**src/rtl/prochot_src_pkg.sv**
```systemverilog
// Shared types and source indices for the PROCHOT# source conditioning block.
// PROCHOT_SRC_FILTER_BYPASS_EN is interpreted in prochot_src_qual.
package prochot_src_pkg;

  typedef enum logic [1:0] {
    IDLE    = 2'd0,
    QUAL    = 2'd1,
    ACTIVE  = 2'd2,
    STRETCH = 2'd3
  } src_state_e;

  localparam int NUM_SRC      = 3;
  localparam int SRC_VRHOT    = 0;
  localparam int SRC_PWRALERT = 1;
  localparam int SRC_THROTTLE = 2;

  // Event summation needs to know how many sources fired in one cycle.
  function automatic logic [1:0] count_evts(input logic [NUM_SRC-1:0] evt);
    logic [1:0] sum;
    sum = 2'd0;
    for (int i = 0; i < NUM_SRC; i++) begin
      sum = sum + {1'b0, evt[i]};
    end
    return sum;
  endfunction

endpackage

```
**src/rtl/prochot_src_qual.sv**
```systemverilog
// One throttle source: 2-flop resync, glitch qualifier and minimum-assert stretcher.
// Define PROCHOT_SRC_FILTER_BYPASS_EN to replace qualify/stretch with a plain registered follower.
module prochot_src_qual
  import prochot_src_pkg::*;
#(
  parameter int FILT_CYC    = 4,
  parameter int STRETCH_CYC = 200
) (
  input  logic iClk,
  input  logic iRst_n,
  input  logic iPwrgd,
  input  logic iAct,
  output logic oAct,
  output logic oEvt
);

  logic [1:0] sync_reg;
  logic       act_sync;
  logic       act_reg;

  // Syncs are flushed while PWROK is low so a held source requalifies from scratch.
  always_ff @(posedge iClk) begin
    if (!iRst_n || !iPwrgd) begin
      sync_reg <= 2'b00;
    end else begin
      sync_reg <= {sync_reg[0], iAct};
    end
  end

  assign act_sync = sync_reg[1];

`ifdef PROCHOT_SRC_FILTER_BYPASS_EN

  logic evt_next;

  always_comb begin
    evt_next = act_sync & ~act_reg & iPwrgd;
  end

  always_ff @(posedge iClk) begin
    if (!iRst_n) begin
      act_reg <= 1'b0;
    end else begin
      act_reg <= act_sync & iPwrgd;
    end
  end

  assign oEvt = evt_next;

`else

  localparam logic [7:0]  QUAL_LAST = 8'(FILT_CYC - 1);
  localparam logic [15:0] HOLD_MAX  = 16'(STRETCH_CYC);

  src_state_e  state_reg,    state_next;
  logic [7:0]  qual_cnt_reg, qual_cnt_next;
  logic [15:0] hold_cnt_reg, hold_cnt_next;
  logic [15:0] hold_inc;
  logic        hold_done;
  logic        evt_next;
  logic        act_next;

  always_comb begin
    hold_inc  = (hold_cnt_reg >= HOLD_MAX) ? HOLD_MAX : hold_cnt_reg + 16'd1;
    hold_done = (hold_cnt_reg >= HOLD_MAX);
  end

  always_comb begin
    state_next    = state_reg;
    qual_cnt_next = qual_cnt_reg;
    hold_cnt_next = hold_cnt_reg;
    evt_next      = 1'b0;
    case (state_reg)
      IDLE: begin
        if (act_sync) begin
          if (FILT_CYC == 1) begin
            state_next    = ACTIVE;
            hold_cnt_next = 16'd0;
            evt_next      = 1'b1;
          end else begin
            state_next    = QUAL;
            qual_cnt_next = 8'd1;
          end
        end
      end
      QUAL: begin
        if (!act_sync) begin
          state_next = IDLE;
        end else if (qual_cnt_reg == QUAL_LAST) begin
          state_next    = ACTIVE;
          hold_cnt_next = 16'd0;
          evt_next      = 1'b1;
        end else begin
          qual_cnt_next = qual_cnt_reg + 8'd1;
        end
      end
      ACTIVE: begin
        hold_cnt_next = hold_inc;
        if (!act_sync) begin
          state_next = hold_done ? IDLE : STRETCH;
        end
      end
      STRETCH: begin
        hold_cnt_next = hold_inc;
        // Re-assertion during stretch resumes the same event; hold keeps running.
        if (act_sync) begin
          state_next = ACTIVE;
        end else if (hold_done) begin
          state_next = IDLE;
        end
      end
      default: begin
        state_next = IDLE;
      end
    endcase
    if (!iPwrgd) begin
      state_next = IDLE;
      evt_next   = 1'b0;
    end
    act_next = (state_next == ACTIVE) || (state_next == STRETCH);
  end

  always_ff @(posedge iClk) begin
    if (!iRst_n) begin
      state_reg    <= IDLE;
      qual_cnt_reg <= 8'd0;
      hold_cnt_reg <= 16'd0;
      act_reg      <= 1'b0;
    end else begin
      state_reg    <= state_next;
      qual_cnt_reg <= qual_cnt_next;
      hold_cnt_reg <= hold_cnt_next;
      act_reg      <= act_next;
    end
  end

  assign oEvt = evt_next;

`endif

  assign oAct = act_reg;

endmodule

```
**src/rtl/prochot_src_cond.sv**
```systemverilog
// Conditions VRHOT#, PWR_IN_ALERT# and SYS_THROTTLE for the PROCHOT# driver; sticky status and event count for BMC.
// PROCHOT_SRC_FILTER_BYPASS_EN (see prochot_src_qual) drops qualification and stretching.
module prochot_src_cond
  import prochot_src_pkg::*;
#(
  parameter int FILT_CYC    = 4,
  parameter int STRETCH_CYC = 200,
  parameter int CNT_W       = 8
) (
  input  logic             iClk,
  input  logic             iRst_n,
  input  logic             iPwrgdSysPwrok,
  input  logic             iVrhotN,
  input  logic             iPwrInAlertN,
  input  logic             iSysThrottle,
  input  logic             iStatusClr,
  output logic             oVrhotN,
  output logic             oPwrInAlertN,
  output logic             oSysThrottle,
  output logic [2:0]       oStickyStatus,
  output logic [CNT_W-1:0] oEvtCnt
);

  localparam logic [CNT_W+1:0] CNT_MAX = {2'b00, {CNT_W{1'b1}}};

  logic [NUM_SRC-1:0] act_raw;
  logic [NUM_SRC-1:0] act_q;
  logic [NUM_SRC-1:0] evt;

  logic [2:0]       sticky_reg, sticky_next;
  logic [CNT_W-1:0] cnt_reg,    cnt_next;
  logic [CNT_W-1:0] cnt_base;
  logic [CNT_W+1:0] cnt_sum;

  // Everything downstream works in active-high.
  assign act_raw[SRC_VRHOT]    = ~iVrhotN;
  assign act_raw[SRC_PWRALERT] = ~iPwrInAlertN;
  assign act_raw[SRC_THROTTLE] = iSysThrottle;

  generate
    for (genvar gi = 0; gi < NUM_SRC; gi++) begin : g_src
      prochot_src_qual #(
        .FILT_CYC    (FILT_CYC),
        .STRETCH_CYC (STRETCH_CYC)
      ) u_qual (
        .iClk   (iClk),
        .iRst_n (iRst_n),
        .iPwrgd (iPwrgdSysPwrok),
        .iAct   (act_raw[gi]),
        .oAct   (act_q[gi]),
        .oEvt   (evt[gi])
      );
    end
  endgenerate

  // Clear is applied before the same-cycle events are folded in.
  always_comb begin
    cnt_base    = iStatusClr ? '0 : cnt_reg;
    sticky_next = (iStatusClr ? 3'b000 : sticky_reg) | evt;
    cnt_sum     = (CNT_W+2)'(cnt_base) + (CNT_W+2)'(count_evts(evt));
    cnt_next    = (cnt_sum > CNT_MAX) ? {CNT_W{1'b1}} : cnt_sum[CNT_W-1:0];
  end

  always_ff @(posedge iClk) begin
    if (!iRst_n) begin
      sticky_reg <= 3'b000;
      cnt_reg    <= '0;
    end else begin
      sticky_reg <= sticky_next;
      cnt_reg    <= cnt_next;
    end
  end

  assign oVrhotN       = ~act_q[SRC_VRHOT];
  assign oPwrInAlertN  = ~act_q[SRC_PWRALERT];
  assign oSysThrottle  = act_q[SRC_THROTTLE];
  assign oStickyStatus = sticky_reg;
  assign oEvtCnt       = cnt_reg;

endmodule

```
**config.mk**
```make
export PLATFORM = sky130hd
export DESIGN_NAME = prochot_src_cond
export DESIGN_NICKNAME = d
export VERILOG_FILES = /design/src/rtl/prochot_src_pkg.sv /design/src/rtl/prochot_src_qual.sv /design/src/rtl/prochot_src_cond.sv
export SDC_FILE = /design/constraint.sdc
export NUM_CORES = 1
export LEC_CHECK = 0
export BUFFER_PORTS_ARGS = -buffer_cell sky130_fd_sc_hd__buf_2
export CAP_MARGIN = 10
export CORE_MARGIN = 3
export CORE_UTILIZATION = 30
export CTS_BUF_LIST = sky130_fd_sc_hd__clkbuf_8
export CTS_CLUSTER_SIZE = 25
export DETAILED_ROUTE_END_ITERATION = 12
export PLACE_DENSITY_LB_ADDON = 0.08
export SLEW_MARGIN = 20
export SYNTH_ARGS = -nofsm -noshare
export SYNTH_HDL_FRONTEND = slang
export SYNTH_HIERARCHICAL = 1
export SYNTH_SLANG_ARGS = --single-unit
```
**constraint.sdc**
```tcl
create_clock -name iClk -period 3.2 [get_ports iClk]
set_clock_uncertainty 0.15 [all_clocks]
set_input_delay 0.32 -clock iClk [delete_from_list [all_inputs] [get_ports iClk]]
set_output_delay 0.32 -clock iClk [all_outputs]
set_load 0.005 [all_outputs]
```
==> results.ini <==
[outcome]
outcome = finished clean

[yosys]
syn-cell-area_sq_um = 4410
post_synthesis_sequential_area_ratio = 0.445
netlist-cell-type-count = 53
synth-warning-count = 6
synthFlopType = dfxtp_1
synth.ff_latch_count = 98
synth_top_area_share = 0.445
post_synth_inst_count = 463
number_of_nets_produced_by_synthesis = 483
ys_async_sr_fraction = 0
yosys.area.top_type = dfxtp_1
yosys-top-cells-area = dfxtp_1 45%, and2_1 4.3%, xor2_1 3.2%
synth_area_per_cell_sq_um = 9.52
synth_edf_count = 0

[placement]
dpl_cell_area_sq_um = 4780
gp_congestion = 0.731
detailedPlace.worstSlack_ps = 108
dpl.hpwl_um = 6730
placement.io_buffers = 20

[routing]
post_drt_via_cell_ratio = 4.89
dr_total_vias = 3343
drt_iter0_drc = 212
routed_wl_um = 9480
firstDrtPassIters = 4
number_of_nets_still_failing_antenna_checks_after_routing = 0
drt_drc = 0
wire_per_inst_um = 13.9

[clock_network]
holdBufCountCts = 0
cts_root_buffer_type = clkbuf_8
cts-buffers-inserted = 9
htree_levels = 3
total_of_cells_resized_after_clock_tree_synthesis = 0
path_clk_slew_ps = 90
cts_post_setup_buffers_inserted = 0
clock-sinks = 98
tritoncts = yes
worstSkewPairLatency_ps = 380
clock_tree.buffer_depth = 2

[global_routing]
grt_pass1_wl_um = 16200
grt_usage = 0.125
globalRouteOverflowTotal = 0
first_global_vias = 3232
initial_antenna_violation_count = 0
grt_max_degree = 16

[critical_path]
worst-endpoint-required_ps = 3320
arrival_ps = 3220
timing.critical_path.slowest_cell_delay_ps = 430
critical_path_peak_fanout = 5
worst_r2r_path_depth = 9
timing.critical_path.max_delay_family = adder cells
critical-path-slowest-cell = fa_1
worst_setup_start_kind = register
r2r_setup_slack_ps = 110
critical-path-top-cell-by-count = fa_1
path_buf_inv = 0
critical_path.endpoint_type = register
timing.rr.end = oEvtCnt[5]$_SDFF_PN0_
path_type_of_the_worst_setup_path = reg2reg
rr_startpoint = g_src[0].u_qual/qual_cnt_reg[0]$_SDFFE_PN0P_
critical_path.cell_chain = ha_2 > and4bb_4 > and4_1 > fa_1 > ha_1 > fa_1 > and4_4 > and3_1 > o31a_1

[floorplanning]
fp.coreArea_sq_um = 14100
design.die.area_sq_um = 16200
die_w_um = 127
die_h_um = 127
initial_core_util = 0.313
io_pins = 21
rows = 43

[hold_path]
min_delay_worst_endpoint = g_src[2].u_qual/sync_reg[0]$_SDFF_PP0_
hold_path_depth = 2
hold_class = in2reg
min-delay-start = iSysThrottle

[timing]
final.min_clock_period_ps = 3090
setup_total_neg_slack_ps = 0
relSlewSlack = 0.442
fin_worst_setup_slack_ps = 106
timing.final.hold_violations = 0
worstMarginPinSlew_ps = 837
rsz_0062_raised_after_global_routing = false
fin_crit_sh = 0.967
final-setup-viol-count = 0
achievable_clock_frequency_mhz = 323
finalMaxSlewViolations = 0

[power]
power.density_cell_area_nw_per_um2 = 403
vdd_drop_max_mv = 0.170
total_leakage_power_nw = 1.94

[flow_run]
max_cap_violations = 0

[cells_and_area]
layout.nets = 518
final_layout_size_suffix_gt1_frac = 0.143
area_taken_by_multi_input_logic_gates_sq_um = 2310
largest_register_ffs = 48
seqCellArea_sq_um = 1960
n_antenna_cell = 0
fill_cells = 1484
area_growth_syn_to_layout_pct = 12.2
fin_area_sq_um = 4940

logic make-up after synthesis:
group | count (synthesis) | synth area share
AO/OA/AOI/OAI | 107 | 0.164
adder cells (fa/ha/maj) | 13 | 0.0403
AND/OR/NAND/NOR | 193 | 0.280
buffers and inverters | 32 | 0.0298
XOR/XNOR | 20 | 0.0398
flip-flops | 98 | 0.445
final cells by class:
cell class | instances | share of cell area
clock inverter | 6 | 0.00532
multi-input combinational | 333 | 0.468
timing repair buffer | 31 | 0.0370
clock buffer | 10 | 0.0278
sequential | 98 | 0.397
tap | 180 | 0.0456
inverter | 25 | 0.0190
metal layers:
metal	wire [um]	vias up	GRT usage
met5	0	-	0
met4	197	0	0.0549
met3	251	13	0.0268
met1	4920	1543	0.174
met2	4110	45	0.186
li1	-	1742	-
cells in the final DEF (no fill, tap or decap), types with 4 or more instances in the layout:
master / count
o21ai_0: 27
xnor2_1: 4
nor2_1: 29
nand2_1: 30
nand2b_1: 8
and4b_1: 4
buf_4: 11
ha_1: 10
a21o_1: 4
and3_1: 11
nor4_2: 6
o21a_1: 5
clkbuf_8: 10
nand4_1: 14
buf_2: 20
a21oi_1: 24
a211oi_1: 9
and2_1: 30
nor3_1: 6
dfxtp_1: 98
a31oi_1: 7
inv_1: 28
nor2b_1: 5
and3b_1: 4
and4_1: 6
nand3_1: 18
xor2_1: 16
metrics by stage:
| step | power (mW) | hold slack [ps] | instances | util |
|---|---|---|---|---|
| floorplan | 1.28 | 288 | 463 | - |
| global placement | 1.30 | 300 | 667 | 0.339 |
| detailed placement | 1.30 | 300 | 667 | 0.339 |
| CTS | 2.03 | 42.3 | 683 | 0.350 |
| global route | 2.08 | 49.0 | 683 | 0.351 |
| finish | 1.99 | 59.0 | 683 | 0.351 |
worst max path at each step:
stage | endpoint | slack, ps | depth (start not counted) | startpoint
3_3_place_gp | oEvtCnt[5]$_SDFF_PN0_ | 140 | 9 | g_src[1].u_qual/qual_cnt_reg[0]$_SDFFE_PN0P_
2_1_floorplan | oEvtCnt[5]$_SDFF_PN0_ | 170 | 9 | g_src[1].u_qual/qual_cnt_reg[0]$_SDFFE_PN0P_
5_1_grt | oEvtCnt[5]$_SDFF_PN0_ | 3 | 9 | g_src[0].u_qual/qual_cnt_reg[1]$_SDFFE_PN0P_
6_report | oEvtCnt[5]$_SDFF_PN0_ | 110 | 9 | g_src[0].u_qual/qual_cnt_reg[0]$_SDFFE_PN0P_
3_5_place_dp | oEvtCnt[5]$_SDFF_PN0_ | 110 | 9 | g_src[0].u_qual/qual_cnt_reg[1]$_SDFFE_PN0P_
4_1_cts | oEvtCnt[5]$_SDFF_PN0_ | 90 | 9 | g_src[0].u_qual/qual_cnt_reg[0]$_SDFFE_PN0P_
cells in the mapped netlist (5+ instances only):
cell and number:
a211oi_1 9, a21oi_1 24, a31oi_1 7, and2_1 30, and3_1 11, and4_1 6, dfxtp_1 98, ha_1 11
inv_1 25, nand2_1 30, nand2b_1 8, nand3_1 18, nand4_1 14, nor2_1 29, nor2b_1 5, nor3_1 6
nor4_2 6, o21a_1 5, o21ai_0 27, xor2_1 16
worst register-to-register path, cell delays in order, from the launching register on:
cell and delay, ps:
dfxtp_1 350, ha_2 210, and4bb_4 280, and4_1 260
fa_1 410, ha_1 230, fa_1 430, and4_4 190
and3_1 200, o31a_1 290
report_power, final:
group	leakage, nW	internal (mW)	total [mW]	switching (mW)
clock network	0.0996	0.292	0.715	0.423
registers	0.790	1.22	1.22	0.00229
logic	1.05	0.0144	0.0505	0.0360
total	1.94	1.53	1.99	0.461
Power figures use the tool's default switching activity.
